===== src/rtl/inst_fetch_queue.sv =====
// Sequential instruction fetch: one outstanding memory read at a time, results buffered
// with their PCs in a small FIFO that the decoder pops; a redirect flushes and restarts.
module inst_fetch_queue #(
  parameter int unsigned QUEUE_DEPTH = 4,
  parameter logic [31:0] RESET_PC    = 32'h0
) (
  input  logic        clk_in,
  input  logic        rst_in,
  output logic        mem_req,
  output logic [31:0] mem_addr,
  input  logic        mem_done,
  input  logic [31:0] mem_data,
  input  logic        jump_valid,
  input  logic [31:0] jump_pc,
  output logic        out_valid,
  output logic [31:0] out_inst,
  output logic [31:0] out_pc,
  input  logic        out_ready,
  output logic        queue_full
);

  localparam int unsigned PtrW = (QUEUE_DEPTH > 1) ? $clog2(QUEUE_DEPTH) : 1;
  localparam int unsigned CntW = PtrW + 1;
  localparam logic [CntW-1:0] CntMax = CntW'(QUEUE_DEPTH);

  typedef enum logic [0:0] {StIdle, StWait} state_e;

  state_e          state_q, state_d;
  logic [31:0]     pc_q, pc_d;
  logic [31:0]     req_pc_q, req_pc_d;
  logic            mem_req_q, mem_req_d;
  logic [31:0]     mem_addr_q, mem_addr_d;
  logic            discard_q, discard_d;
  logic [PtrW-1:0] head_q, head_d;
  logic [PtrW-1:0] tail_q, tail_d;
  logic [CntW-1:0] count_q, count_d;

  logic [31:0] inst_mem [QUEUE_DEPTH];
  logic [31:0] pc_mem   [QUEUE_DEPTH];

  logic flush;
  logic push;
  logic pop;

  assign out_valid  = (count_q != '0) & ~jump_valid;
  assign out_inst   = inst_mem[head_q];
  assign out_pc     = pc_mem[head_q];
  assign queue_full = (count_q == CntMax);
  assign mem_req    = mem_req_q;
  assign mem_addr   = mem_addr_q;
  assign pop        = out_valid & out_ready;

  always_comb begin
    state_d    = state_q;
    pc_d       = pc_q;
    req_pc_d   = req_pc_q;
    mem_req_d  = mem_req_q;
    mem_addr_d = mem_addr_q;
    discard_d  = discard_q;
    flush      = 1'b0;
    push       = 1'b0;
    unique case (state_q)
      StIdle: begin
        if (jump_valid) begin
          pc_d  = jump_pc;
          flush = 1'b1;
        end else if (count_q < CntMax) begin
          mem_req_d  = 1'b1;
          mem_addr_d = pc_q;
          req_pc_d   = pc_q;
          state_d    = StWait;
        end
      end
      StWait: begin
        if (mem_done) begin
          mem_req_d = 1'b0;
          discard_d = 1'b0;
          state_d   = StIdle;
          if (jump_valid) begin
            pc_d  = jump_pc;
            flush = 1'b1;
          end else if (!discard_q) begin
            push = 1'b1;
            pc_d = req_pc_q + 32'd4;
          end
        end else if (jump_valid) begin
          // The read in flight cannot be cancelled; remember to drop its data.
          pc_d      = jump_pc;
          flush     = 1'b1;
          discard_d = 1'b1;
        end
      end
      default: state_d = StIdle;
    endcase
  end

  always_comb begin
    head_d  = head_q;
    tail_d  = tail_q;
    count_d = count_q;
    if (flush) begin
      head_d  = '0;
      tail_d  = '0;
      count_d = '0;
    end else begin
      if (pop)  head_d = head_q + 1'b1;
      if (push) tail_d = tail_q + 1'b1;
      unique case ({push, pop})
        2'b10:   count_d = count_q + 1'b1;
        2'b01:   count_d = count_q - 1'b1;
        default: count_d = count_q;
      endcase
    end
  end

  always_ff @(posedge clk_in) begin
    if (rst_in) begin
      state_q    <= StIdle;
      pc_q       <= RESET_PC;
      req_pc_q   <= RESET_PC;
      mem_req_q  <= 1'b0;
      mem_addr_q <= '0;
      discard_q  <= 1'b0;
      head_q     <= '0;
      tail_q     <= '0;
      count_q    <= '0;
    end else begin
      state_q    <= state_d;
      pc_q       <= pc_d;
      req_pc_q   <= req_pc_d;
      mem_req_q  <= mem_req_d;
      mem_addr_q <= mem_addr_d;
      discard_q  <= discard_d;
      head_q     <= head_d;
      tail_q     <= tail_d;
      count_q    <= count_d;
    end
  end

  // Storage needs no reset: count gates every read that matters.
  always_ff @(posedge clk_in) begin
    if (push) begin
      inst_mem[tail_q] <= mem_data;
      pc_mem[tail_q]   <= req_pc_q;
    end
  end

endmodule


===== config.mk =====
export PLATFORM = sky130hd
export DESIGN_NAME = inst_fetch_queue
export DESIGN_NICKNAME = d
export VERILOG_FILES = /design/src/rtl/inst_fetch_queue.sv
export SDC_FILE = /design/constraint.sdc
export NUM_CORES = 1
export LEC_CHECK = 0
export CORE_AREA = 2 2 198 151
export CTS_BUF_LIST = sky130_fd_sc_hd__clkbuf_8
export DETAILED_ROUTE_END_ITERATION = 12
export DIE_AREA = 0 0 200 153
export HOLD_SLACK_MARGIN = 0.03
export PLACE_DENSITY = 0.78
export SYNTH_ARGS = -nofsm -noshare
export SYNTH_HDL_FRONTEND = slang
export SYNTH_SLANG_ARGS = --single-unit

===== constraint.sdc =====
create_clock -name clk_in -period 4 [get_ports clk_in]
set_input_delay 1.2 -clock clk_in [delete_from_list [all_inputs] [get_ports clk_in]]
set_output_delay 1.2 -clock clk_in [all_outputs]
set_load 0.05 [all_outputs]

==> impl_metrics.toml <==
[run_status]
status = "complete, no violations"

[setup_path]
rrSetupSlack_ps = 1320
path_cells = "buf_12, mux4_2, clkdlybuf4s50_1"
worstPathArrival_ps = 2660
rr_startpoint = "mem_addr[7]"
crit_family = "buffers and inverters"
worstRegToRegCells = 5
startpoint_type = "register"
slowest_stage = "clkdlybuf4s50_1"
critPathBufInv = 2
crit_required_ps = 2800
worstPathMaxFanout = 49
regToRegEndpoint = "pc_q[29]"
worst-setup-path-type = "register to primary output"
worstSetupEndpointType = "primary output"
slowest_delay_ps = 770

[clock_tree]
clk_pin_slew_worst_paths_ps = 60
cts_num_sinks = 332
cts_resized = 0
clock_path_buffers = 3
numCtsBuffers = 49
root_buffer = "clkbuf_8"
cts_tree = "done"
insertion_delay_ps = 560
post_cts_buffers = 0
cts_hold_buf = 0
htreeDepth = 2

[synthesis]
synthFlopType = "edfxtp_1"
synth_cells = 834
synth_area_per_cell_um2 = 15.6
ys_seq_elements = 332
syn-cell-area_um2 = 13000
async_flop_share_pct = 0
yosysTopAreaCell = "edfxtp_1"
synth.top_cell.area_share_pct = 59.1
synthTopCellsByArea = "edfxtp_1 59%, dfxtp_1 12%, mux4_2 11%"
ys_warn_count = 0
synth_edf_count = 256
yosysSeqAreaShare_pct = 70.8
yosys.cell_types.count = 50
syn_nets = 910

[routing]
viasPerCell = 5.51
drc_errors = 0
num_vias = 8073
drt_first_pass_iters = 5
drt_iter0_drc = 705
drt-total-wl_mm = 30.9
ant_nets = 0
wl_per_cell_um = 21.1

[min_path]
hold_path_depth = 2
min_from = "pc_q[1]"
holdPathEnd = "mem_addr[1]"
hp-class = "register to register"

[die]
io_pins = 168
die_h_um = 153
rows = 54
dieArea_um2 = 30600
fp.dieW_um = 200
core_um2 = 28700
start_util_pct = 45.3

[power_and_ir_drop]
vdd_drop_max_uv = 241
power_density_nw_per_um2 = 411
leakage_nw = 5.06

[finish]
layout_common_cells = "256 x edfxtp_1, 165 x clkdlybuf4s50_1, 104 x nand2_1"
fin_nets = 1110
drive_gt1_share_pct = 16.4
syn_to_final_growth_pct = 24.6
fillers = 2245
n_antenna_cell = 0
layout_commonest_cell = "edfxtp_1"

[sta]
period_share_pct = 96.4
post-route-min-period_ps = 3860
slew_headroom_pct = 53.4
timing.setup.tns_ps = 0
rsz0062_at_grt = "no"
finalHoldViolCount = 0
fmax_mhz = 259
setup_violations = 0
hold_slack_ps = 460
clock_skew_ps = 18.3
worst_slew_pin_slew_ps = 699
drv_slew = 0

[global_route]
antenna_found_initial = 0
grt_pass1_vias = 8098
grt_pass1_wl_mm = 47.5
grt-ovfl-total = 0
grt_start_max_net_pins = 50
globalRouteTotalUtil_pct = 20.4

[placed_design]
hpwlAfterDp_mm = 19.6
gp_congestion = 0.791
io_buffers = 167

[job]
max_cap_violations = 0
-- sequential cells by signal, summed over array words and instances, names as in the netlist, named ones only --
register   cells
discard_q      1
pc_q          32
state_q        1
count_q        3
head_q         2
mem_req        1
inst_mem     128
tail_q         2
pc_mem       128
mem_addr      32
-- worst max path at each step --
stage | startpoint | endpoint | slack (ps) | cells past startpoint
CTS | register | out_pc[8] | 70 | 3
global placement | jump_valid | count_q[2] | 640 | 9
finish | register | out_pc[13] | 140 | 3
global route | register | out_pc[13] | 8 | 3
floorplan | jump_valid | out_valid | 540 | 3
detailed placement | mem_done | pc_mem[3][2] | 580 | 6
-- logic make-up (layout without fill, tap and decap cells) --
| logic type | Yosys count | in the layout | synth area share (%) |
|---|---|---|---|
| mux | 64 | 64 | 11.1 |
| compound gates | 126 | 126 | 6.01 |
| xor+xnor | 22 | 22 | 1.48 |
| simple gates | 222 | 222 | 8.03 |
| fa+ha+maj | 7 | 7 | 0.731 |
| buf+inv | 61 | 300 | 1.84 |
| flops | 332 | 332 | 70.8 |
-- routing by layer --
metal | share of wire, % | track usage [%]
met3 | 9.4 | 4.15
met1 | 44 | 30.6
met2 | 45 | 31.0
met5 | 0 | 0
met4 | 1.3 | 4.59
-- cell usage after synthesis (4+ instances only) --
cell type	number
buf_1	10
xor2_1	11
a211oi_1	8
nand2_1	104
nand3_1	10
xnor2_1	11
ha_1	6
a221oi_1	5
nor3_1	12
nor2_1	41
mux4_2	64
dfxtp_1	76
nand2b_1	4
and4_1	4
inv_1	13
edfxtp_1	256
o31a_1	5
o22ai_1	4
nor4_1	12
clkbuf_1	35
a21oi_1	66
nand4_1	4
and2_1	4
o21ai_0	18
and3_1	12
-- power breakdown --
group | total [mW] | switching, mW | leakage [nW] | internal, mW
clock network | 2.44 | 1.25 | 0.497 | 1.19
registers | 3.81 | 0.0529 | 2.78 | 3.75
logic | 0.425 | 0.253 | 1.78 | 0.172
-- through the flow --
stage	setup WS, ps	cells	utilization [%]	power [mW]	area (um2)
after floorplan	538	834	-	4.09	13000
after global placement	637	1375	53.4	4.29	15300
after detailed placement	578	1375	53.4	4.30	15300
after CTS	71.6	1465	56.4	6.73	16200
after global routing	7.96	1465	56.4	6.91	16200
final	143	1465	56.4	6.67	16200
-- worst min-delay path, cell delays in order, from the launching register on --
cell     delay, ps
dfxtp_1        310
nand2_1         50
a21oi_1         50
-- final cells by class --
class / count / area (um2) / share of cell area, %
flip-flops and latches: 332 / 9220 / 56.9
multi-input cells: 441 / 3570 / 22.0
repair buffers: 197 / 2010 / 12.4
clock buffers: 51 / 702 / 4.33
well taps: 392 / 490 / 3.03
clock inverters: 39 / 164 / 1.01
inverters: 13 / 48.8 / 0.301
Note: power is estimated with default switching activity, not from simulation.
